## src/rtl/eater_pkg.sv

```systemverilog
// Shared types for the eater_cpu core: opcode and microsequencer state encodings.
package eater_pkg;

  localparam int OPC_W = 4;

  typedef enum logic [OPC_W-1:0] {
    OP_NOP = 4'h0,
    OP_LDA = 4'h1,
    OP_ADD = 4'h2,
    OP_SUB = 4'h3,
    OP_STA = 4'h4,
    OP_LDI = 4'h5,
    OP_JMP = 4'h6,
    OP_JC  = 4'h7,
    OP_JZ  = 4'h8,
    OP_OUT = 4'hE,
    OP_HLT = 4'hF
  } opcode_t;

  typedef enum logic [2:0] {
    T0   = 3'd0,
    T1   = 3'd1,
    T2   = 3'd2,
    T3   = 3'd3,
    T4   = 3'd4,
    HALT = 3'd5
  } state_t;

endpackage

```

## src/rtl/eater_ram.sv

```systemverilog
// Program/data RAM: one synchronous write port, asynchronous read.
// Contents carry no reset; only writes change them.
module eater_ram #(
  parameter int DATA_W = 8,
  parameter int ADDR_W = 4
) (
  input  logic              clk,
  input  logic              we,
  input  logic [ADDR_W-1:0] waddr,
  input  logic [DATA_W-1:0] wdata,
  input  logic [ADDR_W-1:0] raddr,
  output logic [DATA_W-1:0] rdata
);

  logic [DATA_W-1:0] mem [2**ADDR_W];

  // Write port: a single write per edge.
  always_ff @(posedge clk) begin
    if (we) mem[waddr] <= wdata;
  end

  assign rdata = mem[raddr];

endmodule

```

## src/rtl/eater_cpu.sv

```systemverilog
// SAP-style CPU core: RAM, A/B registers, ALU with carry/zero flags,
// a variable-length microsequencer (T0..T4, HALT) and a tick divider.
// DATA_W must be at least 4 + ADDR_W; CLK_DIV must be at least 1.
// While prog_mode is high the core is held at T0 and RAM can be loaded from the pads.
module eater_cpu
  import eater_pkg::*;
#(
  parameter int DATA_W  = 8,
  parameter int ADDR_W  = 4,
  parameter int CLK_DIV = 1
) (
  input  logic              fastClk,
  input  logic              rst,
  input  logic              prog_mode,
  input  logic              prog_we,
  input  logic [ADDR_W-1:0] prog_addr,
  input  logic [DATA_W-1:0] prog_data,
  output logic [DATA_W-1:0] out_data,
  output logic              out_valid,
  output logic              halted,
  output logic [ADDR_W-1:0] pc,
  output logic [DATA_W-1:0] bus_oe
);

  localparam int DIV_W = (CLK_DIV > 1) ? $clog2(CLK_DIV) : 1;
  localparam int IMM_W = DATA_W - OPC_W;

  state_t            state;
  logic [DIV_W-1:0]  div_cnt;
  logic              tick;
  logic [ADDR_W-1:0] mar;
  logic [DATA_W-1:0] ir;
  logic [DATA_W-1:0] a_reg;
  logic [DATA_W-1:0] b_reg;
  logic              c_flag;
  logic              z_flag;
  logic [DATA_W-1:0] ram_rdata;
  logic [DATA_W:0]   alu_res;

  opcode_t           op;
  logic [ADDR_W-1:0] operand;
  logic [DATA_W-1:0] imm;

  logic              prog_wr;
  logic              sta_wr;
  logic              ram_we;
  logic [ADDR_W-1:0] ram_waddr;
  logic [DATA_W-1:0] ram_wdata;

  // A + B, or A + ~B + 1 for subtraction; bit DATA_W is the carry out.
  function automatic logic [DATA_W:0] alu(input logic [DATA_W-1:0] lhs,
                                          input logic [DATA_W-1:0] rhs,
                                          input logic              sub);
    logic [DATA_W-1:0] opnd;
    opnd = sub ? ~rhs : rhs;
    return {1'b0, lhs} + {1'b0, opnd} + {{DATA_W{1'b0}}, sub};
  endfunction

  assign tick    = (div_cnt == DIV_W'(CLK_DIV - 1));
  assign op      = opcode_t'(ir[DATA_W-1 -: OPC_W]);
  assign operand = ir[ADDR_W-1:0];
  assign imm     = {{OPC_W{1'b0}}, ir[IMM_W-1:0]};
  assign alu_res = alu(a_reg, b_reg, op == OP_SUB);
  assign bus_oe  = prog_mode ? '0 : '1;

  // The RAM write port is shared: pad loading in programming mode, STA otherwise.
  // Neither path writes on a reset edge, so an aborted STA leaves RAM untouched.
  assign prog_wr   = !rst && prog_mode && prog_we;
  assign sta_wr    = !rst && !prog_mode && tick && (state == T3) && (op == OP_STA);
  assign ram_we    = prog_wr || sta_wr;
  assign ram_waddr = prog_mode ? prog_addr : mar;
  assign ram_wdata = prog_mode ? prog_data : a_reg;

  eater_ram #(
    .DATA_W (DATA_W),
    .ADDR_W (ADDR_W)
  ) u_ram (
    .clk   (fastClk),
    .we    (ram_we),
    .waddr (ram_waddr),
    .wdata (ram_wdata),
    .raddr (mar),
    .rdata (ram_rdata)
  );

  // Tick divider: counts 0..CLK_DIV-1 and wraps on the tick cycle.
  always_ff @(posedge fastClk) begin
    if (rst || prog_mode) begin
      div_cnt <= '0;
    end else if (tick) begin
      div_cnt <= '0;
    end else begin
      div_cnt <= div_cnt + 1'b1;
    end
  end

  // Microsequencer with registered outputs; advances one state per tick.
  // Reset clears control state only; A, B, flags, IR and MAR are cleared by programming mode.
  always_ff @(posedge fastClk) begin
    if (rst) begin
      state     <= T0;
      pc        <= '0;
      out_data  <= '0;
      out_valid <= 1'b0;
      halted    <= 1'b0;
    end else if (prog_mode) begin
      state     <= T0;
      pc        <= '0;
      mar       <= '0;
      ir        <= '0;
      a_reg     <= '0;
      b_reg     <= '0;
      c_flag    <= 1'b0;
      z_flag    <= 1'b0;
      halted    <= 1'b0;
      out_valid <= 1'b0;
    end else begin
      out_valid <= 1'b0;
      if (tick) begin
        case (state)
          T0: begin
            mar   <= pc;
            state <= T1;
          end
          T1: begin
            ir    <= ram_rdata;
            pc    <= pc + 1'b1;
            state <= T2;
          end
          T2: begin
            state <= T0;
            case (op)
              OP_LDA, OP_ADD, OP_SUB, OP_STA: begin
                mar   <= operand;
                state <= T3;
              end
              OP_LDI: a_reg <= imm;
              OP_JMP: pc <= operand;
              OP_JC:  if (c_flag) pc <= operand;
              OP_JZ:  if (z_flag) pc <= operand;
              OP_OUT: begin
                out_data  <= a_reg;
                out_valid <= 1'b1;
              end
              OP_HLT: begin
                state  <= HALT;
                halted <= 1'b1;
              end
              default: ;
            endcase
          end
          T3: begin
            state <= T0;
            case (op)
              OP_LDA: a_reg <= ram_rdata;
              OP_ADD, OP_SUB: begin
                b_reg <= ram_rdata;
                state <= T4;
              end
              default: ;
            endcase
          end
          T4: begin
            a_reg  <= alu_res[DATA_W-1:0];
            c_flag <= alu_res[DATA_W];
            z_flag <= (alu_res[DATA_W-1:0] == '0);
            state  <= T0;
          end
          HALT:    state <= HALT;
          default: state <= T0;
        endcase
      end
    end
  end

endmodule
```

## config.mk

```make
export PLATFORM = sky130hd
export DESIGN_NAME = eater_cpu
export DESIGN_NICKNAME = d
export VERILOG_FILES = /design/src/rtl/eater_pkg.sv /design/src/rtl/eater_ram.sv /design/src/rtl/eater_cpu.sv
export SDC_FILE = /design/constraint.sdc
export NUM_CORES = 1
export LEC_CHECK = 0
export ABC_AREA = 0
export BUFFER_PORTS_ARGS = -buffer_cell sky130_fd_sc_hd__buf_4
export CAP_MARGIN = 10
export CORE_ASPECT_RATIO = 0.6
export CORE_UTILIZATION = 61
export DETAILED_ROUTE_END_ITERATION = 6
export MAX_ROUTING_LAYER = met4
export PLACE_DENSITY = 0.85
export SETUP_SLACK_MARGIN = 0.1
export SYNTH_ARGS = -nofsm -noshare
export SYNTH_HDL_FRONTEND = slang
export SYNTH_SLANG_ARGS = --single-unit
```

## constraint.sdc

```tcl
create_clock -name fastClk -period 3.7 [get_ports fastClk]
set_input_delay 0.925 -clock fastClk [delete_from_list [all_inputs] [get_ports fastClk]]
set_output_delay 0.925 -clock fastClk [all_outputs]
set_load 0.01 [all_outputs]
```

==> results of run 1 <==
==> cells by family (layout without fill, tap and decap cells) <==
kind of cell	Yosys count	count (layout)	synth area share, %
flip-flops	180	180	65.82
AND/OR/NAND/NOR	131	131	7.799
AO/OA/AOI/OAI	75	75	6.290
multiplexers	64	64	14.69
buffers and inverters	39	92	2.605
XOR/XNOR	11	11	1.223
adder cells (fa/ha/maj)	9	9	1.525
other	1	1	0.04760
==> Yosys cell counts, drive strengths merged, types with 10 or more instances <==
cell    count
edfxtp    158
nor2       57
mux4       37
nand2      26
a21oi      23
dfxtp      22
buf        20
mux2       16
clkbuf     13
mux2i      11
o21ai      11
nor3       10
==> routing by layer <==
| metal | up-vias | part of all wire, % | GRT usage [%] |
|---|---|---|---|
| met5 | - | 0 | - |
| met4 | 0 | 1.4 | 7.732 |
| met3 | 35 | 13 | 8.579 |
| met2 | 399 | 44 | 42.72 |
| met1 | 2459 | 42 | 50.00 |
| li1 | 2075 | - | - |
==> cell type report <==
cell class	instances	area [sq um]	share of cell area, %
sequential	180	5186	57.99
multi-input combinational	291	2494	27.88
inverter	6	22.52	0.2518
tap	165	206.4	2.308
clock buffer	19	432.9	4.841
timing repair buffer	54	405.4	4.533
clock inverter	13	196.4	2.196
==> worst paths after layout <==
kind,to,startpoint
hold / removal,halted,halted
setup / recovery,a_reg[3],ir[6]
setup reg to reg,a_reg[3],ir[6]
hold reg to reg,halted,halted
==> report_power, final <==
group / leakage, nW / switching (mW) / internal [mW] / total [mW]
logic: 1.18 / 0.200 / 0.134 / 0.334
registers: 1.62 / 0.0413 / 2.25 / 2.29
clock network: 0.299 / 0.812 / 1.14 / 1.96
==> stage by stage <==
stage | power [mW] | setup WS (ps) | area (sq um) | hold WS [ps]
CTS | 4.568 | 378.0 | 8944 | 494.6
floorplan | 2.534 | 973.7 | 7878 | 505.0
global placement | 2.633 | 492.2 | 8314 | 460.1
finish | 4.577 | 261.2 | 8944 | 495.7
global route | 4.686 | 166.5 | 8944 | 526.5
detailed placement | 2.648 | 408.8 | 8314 | 477.0
==> worst reg2reg max path: stages (launching register included) <==
cell	delay, ps
edfxtp_1	570
nor4bb_2	410
buf_4	270
xor2_1	330
ha_1	310
a31o_2	250
a221oi_1	320
xnor2_1	180
a222oi_1	430
nor2_1	110
==> summary.md, run 1 <==
| Metric | Value |
|---|---|
| Outcome | complete, no violations |
| R2R cell count | 9 |
| Fmax | 290.8 MHz |
| Area leader, netlist | edfxtp_1 |
| Data required, critical path | about 3900 ps |
| Fill count | 726 |
| DR vias/cell | 6.824 |
| Layout cells sized above 1 | 23.45% |
| Die height | 90.03 microns |
| Cell Area, Synth | roughly 0.0079 sq mm |
| Setup_tns | 0 ps |
| Final period util | 92.94% |
| Number of synthesized flops with an enable pin | ~160 |
| Area share of the largest cell type after synthesis | 60.23% |
| CTS H-tree lvls | 4 |
| Worst Hold Path Cells | 2 |
| Post-Syn Area per Cell | 15.45 sq um |
| Final Core Density | 72.51% |
| Nets | between 500 and 600 |
| Worst-path clk slew | approximately 80 ps |
| CTS buffer count | 17 |
| RSZ-0062 raised after global routing | false |
| CTS Buffer Depth | 2 |
| Flops & latches, synth | 180 |
| Placed Cells | 696 |
| Synth area leaders | edfxtp_1 (60%), mux4_2 (8.0%), dfxtp_1 (5.6%), mux4_1 (3.0%), nor2_1 (2.7%) |
| Initial Utilization | 63.87% |
| Syn Inst Count | 510 |
| Slew Limit Fails | 0 |
| Hold_buf cts | 0 |
| Tot GR Track Use | 32.38% |
| Worst Hold Class | register to register |
| Crit path depth | 9 |
| Die Span X | 148.7 microns |
| Overall via count from detail_route | 4,968 |
| Static Leak | 3.107 nW |
| Final WL | 19,580 microns |
| WP buf/inv | 1 |
| DIE AREA | 0.01339 sq mm |
| DPL Wire Length | 13,290 microns |
| Max-cap check violation count | 0 |
| CP delay by family, top | compound AO/OA/AOI/OAI gates |
| R2r setup slk | 260 ps |
| Largest Register | u_ram.mem |
| Initial antenna violation count | 0 |
| CTS root buf | clkbuf_16 |
| # rows | 31 |
| Max FO, Critical Path | 12 |
| CP arrival | 3610 ps |
| Postcts setup bufs | 0 |
| Most frequent cells in the layout | edfxtp_1 (158), nor2_1 (57), buf_4 (54), mux4_2 (28), nand2_1 (26) |
| Min cycle time layout | roughly 3400 ps |
| Global route overflow | 0 |
| Clk_lat worst skew | 440 ps |
| Cell Pwr Density | 511.8 mW/mm^2 |
| VDD IR-drop max | 300.3 uV |
| Worst Max-Slew Pin Slew | 838.4 ps |
| Critical path's largest stage delay | 570 ps |
| First-pass GRT wire length | slightly below 30,000 microns |
| Max reg flops | 128 |
| Post-cts sizing count | 0 |
| YS warnings | 0 |
| Core ar. | between 0.01 and 0.015 sq mm |
| Rel. slew slack | 43.90% |
| GPL Wtd Cong | 0.9480 |
| Synth unique cells | 59 |
| DR pass1 iterations | 6 |
| Post-synth ARST share | 0% |
| CP startpoint kind | register |
| # diodes | 0 |
| Largest net degree at the start of global routing | 43 |
| Clk_skew | 14.81 ps |
| Slowest cell on the critical path | edfxtp_1 |
| Main synth FF type | edfxtp_1 |
| Final setup viols | 0 |
| Cell Chain, Critical Path | nor4bb_2, buf_4, xor2_1, ha_1, a31o_2, a221oi_1, xnor2_1, a222oi_1, nor2_1 |
| Endpoints failing hold | 0 |
| CTS sink count | 180 |
| ANT nets after route | 0 |
| Vias in the first global route | 4,697 |
| Finished Layout Cells | 728 |
| DRC | 0 |
| Sequential element share of the synthesized area | 65.82% |
| Ports | 38 |
| DRT iter0 DRCs | approximately 770 |
| Net Count, Synth | approximately 540 |
| Area grow syn2layout | 13.53% |
| WL/cell | 26.90 microns |
| CTS tree | yes |
| Type of the worst setup path | register to register |
| I/O Buffers | 37 |
| Commonest non-fill, non-tap cell in the layout | edfxtp_1 |
| Crit. End Element | register |
No activity file was read; power rests on OpenSTA's default activity.
==> inputs of run 2 (changes only) <==
- CORE_ASPECT_RATIO: 0.6 -> 0.75
- CORE_UTILIZATION: 61 -> 63
- CTS_BUF_LIST: not set -> sky130_fd_sc_hd__clkbuf_4
- PLACE_DENSITY: 0.85 -> 0.88
==> run 2 against run 1 <==
  * Critical path type unchanged
  * Combinational power decreased by 4%
  * Non-clock buffer count increased by 6
  * Highest routed layer unchanged
  * Register-to-register slack improved by 140 ps
  * Largest cell class unchanged
  * Critical path depth decreased by 1
==> summary.md, run 2 (same netlist as run 1, synthesis figures left out) <==
| Metric | Value |
|---|---|
| Outcome | complete, no violations |
| Endpoints failing hold | 0 (unchanged) |
| Core ar. | 0.01187 sq mm (-3.8%) |
| Critical path's largest stage delay | 570 ps (about the same) |
| Max FO, Critical Path | 11 (-1) |
| CTS H-tree lvls | 4 (unchanged) |
| Die height | 98.84 microns (+9.8%) |
| Nets | 581 (+1.0%) |
| Placed Cells | 699 (+0.43%) |
| Crit. End Element | register |
| DR vias/cell | 6.685 (-2.0%) |
| GPL Wtd Cong | 0.9050 (-4.5%) |
| Initial Utilization | 66.37% (+2.5 points) |
| Rel. slew slack | 46.57% (+2.7 points) |
| Max-cap check violation count | 0 (unchanged) |
| DPL Wire Length | 12,450 microns (-6.3%) |
| Largest Register | u_ram.mem |
| Slowest cell on the critical path | edfxtp_1 |
| Clk_lat worst skew | 550 ps (+110 ps) |
| RSZ-0062 raised after global routing | false |
| I/O Buffers | 37 (unchanged) |
| # rows | 34 (+9.7%) |
| CTS tree | yes |
| Setup_tns | 0 ps (unchanged) |
| Hold Crit Start | halted |
| Hold_buf cts | 0 (unchanged) |
| Largest net degree at the start of global routing | 43 (unchanged) |
| Fmax | 302.8 MHz (+4.1%) |
| Setup WS pre-CTS | 541.9 ps (+133.1 ps) |
| Ports | 38 (unchanged) |
| Final Core Density | 72.63% (+0.12 points) |
| Initial antenna violation count | 0 (unchanged) |
| Global route overflow | 0 (unchanged) |
| DRC | 0 (unchanged) |
| WL/cell | 24.12 microns (-10%) |
| Post-route cell area | 0.008621 sq mm (-3.6%) |
| Final period util | 89.26% (-3.7 points) |
| Max reg flops | 128 (unchanged) |
| Final WL | 17,630 microns (-10%) |
| VDD IR-drop max | 342.4 uV (+14%) |
| DR pass1 iterations | 5 (-1) |
| Vias in the first global route | 4,722 (+0.53%) |
| Static Leak | 2.982 nW (-4.0%) |
| CP startpoint kind | register |
| CTS Buffer Depth | 2 (unchanged) |
| # diodes | 0 (unchanged) |
| CP arrival | 3630 ps (+20 ps) |
| Critical path startpoint | ir[7] |
| Data required, critical path | 4030 ps (+160 ps) |
| Slew Limit Fails | 0 (unchanged) |
| Layout cells sized above 1 | 24.43% (+0.98 points) |
| Worst Hold Class | register to register |
| DRT iter0 DRCs | 899 (+17%) |
| Most frequent cells in the layout | edfxtp_1 (158), buf_4 (60), nor2_1 (57), mux4_2 (28), nand2_1 (26) |
| Area grow syn2layout | 9.435% |
| Final setup viols | 0 (unchanged) |
| Commonest non-fill, non-tap cell in the layout | edfxtp_1 |
| CTS sink count | 180 (unchanged) |
| Type of the worst setup path | register to register |
| Cell Chain, Critical Path | nor4bb_2, buf_4, xor2_1, ha_1, a31o_2, a22o_1, o311a_1, nor4b_1 |
| Min cycle time layout | 3303 ps (-136.2 ps) |
| DIE AREA | 0.01296 sq mm (-3.2%) |
| Overall via count from detail_route | 4,887 (-1.6%) |
| Clk_skew | 23.99 ps (+9.182 ps) |
| First-pass GRT wire length | 27,010 microns (-8.7%) |
| Die Span X | 131.1 microns (-12%) |
| Overall power | 3.634 mW (-21%) |
| Worst-path clk slew | 170 ps (+90 ps) |
| CTS buffer count | 17 (unchanged) |
| Cell Pwr Density | 421.5 mW/mm^2 (-18%) |
| CTS root buf | clkbuf_4 |
| Final hold slack | 520.2 ps (+24.47 ps) |
| ANT nets after route | 0 (unchanged) |
| Tot GR Track Use | 29.90% (-2.5 points) |
| RR Startpoint | ir[7] |
| Placed cell area | 0.008356 sq mm (+0.50%) |
| Finished Layout Cells | 731 (+0.41%) |
| Post-cts sizing count | 0 (unchanged) |
| Setup ws final | 397.5 ps (+136.2 ps) |
| Postcts setup bufs | 0 (unchanged) |
| Worst Max-Slew Pin Slew | 798.4 ps (-39.98 ps) |
## run 2: final cells by class
class,instances,area [sq um]
inverter,6,22.52
timing repair buffer,60,450.4
multi-input combinational,291,2494
fill,705,3248
tap,162,202.7
clock buffer,17,127.6
clock inverter,15,137.6
sequential,180,5186
## run 2: where the power goes
group	internal (mW)	total, mW	switching (mW)
logic	0.133	0.320	0.187
registers	2.24	2.28	0.0328
clock network	0.298	1.04	0.738
total	2.68	3.63	0.958
## run 2: routing by layer
layer	vias to the layer above	global-route usage [%]	wire length (microns)
li1	2088	-	-
met2	361	43.17	7886
met4	0	8.326	267
met3	33	6.893	2165
met5	-	-	0
met1	2405	43.11	7311
## run 2: worst max-delay path, delay by kind of cell, from the launching register on
family,cells,cell delay (ps)
AO/OA/AOI/OAI,3,890
AND/OR/NAND/NOR,2,790
XOR/XNOR,1,280
buffers and inverters,1,260
adder cells (fa/ha/maj),1,300
flip-flops,1,570
## run 2: path summary, 6_finish.rpt
path / endpoint / slack [ps] / depth (start not counted)
setup / recovery: z_flag / 400 / 8
hold reg to reg: halted / 520 / 2
hold / removal: halted / 520 / 2
setup reg to reg: z_flag / 400 / 8
==> inputs of run 3 (changes only) <==
- clock period: 3.7 -> 3.1 ns (I/O delays scaled with it)
==> run 3 against run 2 <==
  * Flip-flop and latch count is the same
  * Register-to-register slack lost 150 ps
  * Combinational power grew 25%
  * Routed wire length grew 1.3%
  * Clock power grew 27%
  * Highest routed layer unchanged
==> summary.md, run 3 (same netlist as run 1, synthesis figures left out) <==
| Metric | Value |
|---|---|
| Outcome | complete, no violations |
| I/O Buffers | 37 (unchanged) |
| # diodes | 0 (unchanged) |
| RSZ-0062 raised after global routing | false |
| Layout cells sized above 1 | 26.38% (+2.0 points) |
| Slowest cell on the critical path | edfxtp_1 |
| Tot GR Track Use | 30.39% (+0.49 points) |
| Vias in the first global route | 4,748 (+0.55%) |
| Die height | 98.84 microns (unchanged) |
| Worst Max-Slew Pin Slew | 864.2 ps (+65.79 ps) |
| Crit. End Element | register |
| DRT iter0 DRCs | 766 (-15%) |
| VDD IR-drop max | 361.1 uV (+5.4%) |
| Endpoints failing hold | 0 (unchanged) |
| DR vias/cell | 6.617 (-1.0%) |
| Die Span X | 131.1 microns (unchanged) |
| Slew Limit Fails | 0 (unchanged) |
| Setup_tns | 0 ps (unchanged) |
| Final period util | 91.95% (+2.7 points) |
| Min cycle time layout | 2850 ps (-452.1 ps) |
| Max-cap check violation count | 0 (unchanged) |
| Max reg flops | 128 (unchanged) |
| CTS root buf | clkbuf_4 |
| CTS buffer count | 17 (unchanged) |
| DRC | 0 (unchanged) |
| Clk_lat worst skew | 590 ps (+40 ps) |
| Largest net degree at the start of global routing | 25 (-42%) |
| Area grow syn2layout | 11.12% |
| CTS tree | yes |
| Hold_buf cts | 0 (unchanged) |
| CTS Buffer Depth | 2 (unchanged) |
| CP startpoint kind | register |
| CTS H-tree lvls | 4 (unchanged) |
| GPL Wtd Cong | 0.9710 (+7.3%) |
| Core ar. | 0.01187 sq mm (unchanged) |
| Initial Utilization | 66.37% (unchanged) |
| WL/cell | 24.08 microns (-0.16%) |
| Most frequent cells in the layout | edfxtp_1 (158), buf_4 (70), nor2_1 (57), mux4_2 (28), nand2_1 (26) |
| First-pass GRT wire length | 27,450 microns (+1.6%) |
| Final WL | 17,870 microns (+1.3%) |
| Worst-path clk slew | 180 ps (about the same) |
| Data required, critical path | 3520 ps (-510 ps) |
| Overall via count from detail_route | 4,910 (+0.47%) |
| Initial antenna violation count | 0 (unchanged) |
| ANT nets after route | 0 (unchanged) |
| Global route overflow | 0 (unchanged) |
| DR pass1 iterations | 5 (unchanged) |
| CTS sink count | 180 (unchanged) |
| Worst Hold Class | input pin to register |
| Rel. slew slack | 42.17% (-4.4 points) |
| Fmax | 350.8 MHz (+16%) |
| Final setup viols | 0 (unchanged) |
| Largest Register | u_ram.mem |
| Max FO, Critical Path | 3 (-8) |
| Commonest non-fill, non-tap cell in the layout | edfxtp_1 |
| DPL Wire Length | 12,500 microns (+0.39%) |
| DIE AREA | 0.01296 sq mm (unchanged) |
| Ports | 38 (unchanged) |
| Cell Pwr Density | 506.7 mW/mm^2 (+20%) |
| Nets | 592 (+1.9%) |
| Type of the worst setup path | register to register |
| Clk_skew | 26.22 ps (+2.225 ps) |
| Cell Chain, Critical Path | nor4bb_4, xor2_1, ha_1, a31o_2, a22o_1, o311a_1, nor4b_2 |
| Critical path's largest stage delay | 480 ps (-90 ps) |
| Final hold slack | 509.9 ps (-10.26 ps) |
| # rows | 34 (unchanged) |
| Static Leak | 3.059 nW (+2.6%) |
| CP arrival | 3270 ps (-360 ps) |
run 3: final cells by class:
type	count	area [sq um]
sequential	180	5186
timing repair buffer	71	536.8
clock buffer	18	135.1
inverter	6	22.52
clock inverter	14	158.9
fill	703	3115
tap	162	202.7
multi-input combinational	291	2511
run 3: final timing paths:
| path | start | endpoint | slack, ps | cells after the start |
|---|---|---|---|---|
| min reg2reg | out_data[2] | out_data[2] | 520 | 2 |
| min | rst | out_data[2] | 510 | 2 |
| max | ir[6] | z_flag | 250 | 7 |
| max reg2reg | ir[6] | z_flag | 250 | 7 |
run 3: per-layer routing:
layer	global-route usage, %	up-vias	wire length (microns)
li1	-	2113	-
met2	43.37	327	8148
met5	-	-	0
met3	7.922	31	1983
met4	8.416	0	205
met1	43.65	2439	7528
run 3: power breakdown:
part	switching [mW]	leakage (nW)	internal, mW
Clock	0.933	0.158	0.387
Sequential	0.0374	1.62	2.68
Combinational	0.230	1.28	0.169
Total	1.20	3.06	3.23
run 3: per-stage QoR:
step	instance area, sq um	worst slack, ps	cells	total power [mW]	utilization [%]
3_5_place_dp	8416	138.7	707	3.152	70.90
5_1_grt	8753	100.9	742	4.565	73.75
6_report	8753	249.5	742	4.435	73.75
4_1_cts	8718	178.9	739	4.425	73.46
2_1_floorplan	7878	373.7	510	3.025	-
3_3_place_gp	8416	325.8	707	3.130	70.90
run 3: worst max-delay path: cells and delay by family (launching register included):
kind | cells | cell delay, ps
AOI/OAI and AO/OA | 3 | 910
xor gates and xnor gates | 1 | 310
adders and majority gates | 1 | 310
DFF | 1 | 480
and+or+nand+nor | 2 | 680
run 3: timing repair:
item / in CTS / in global routing
buffers inserted: 0 / 3
gates resized for setup: 1 / 4
endpoints found under the hold margin: 0 / 0
setup endpoints to repair: 1 / 2
pin swaps: 0 / 1
gates cloned: 0 / 0
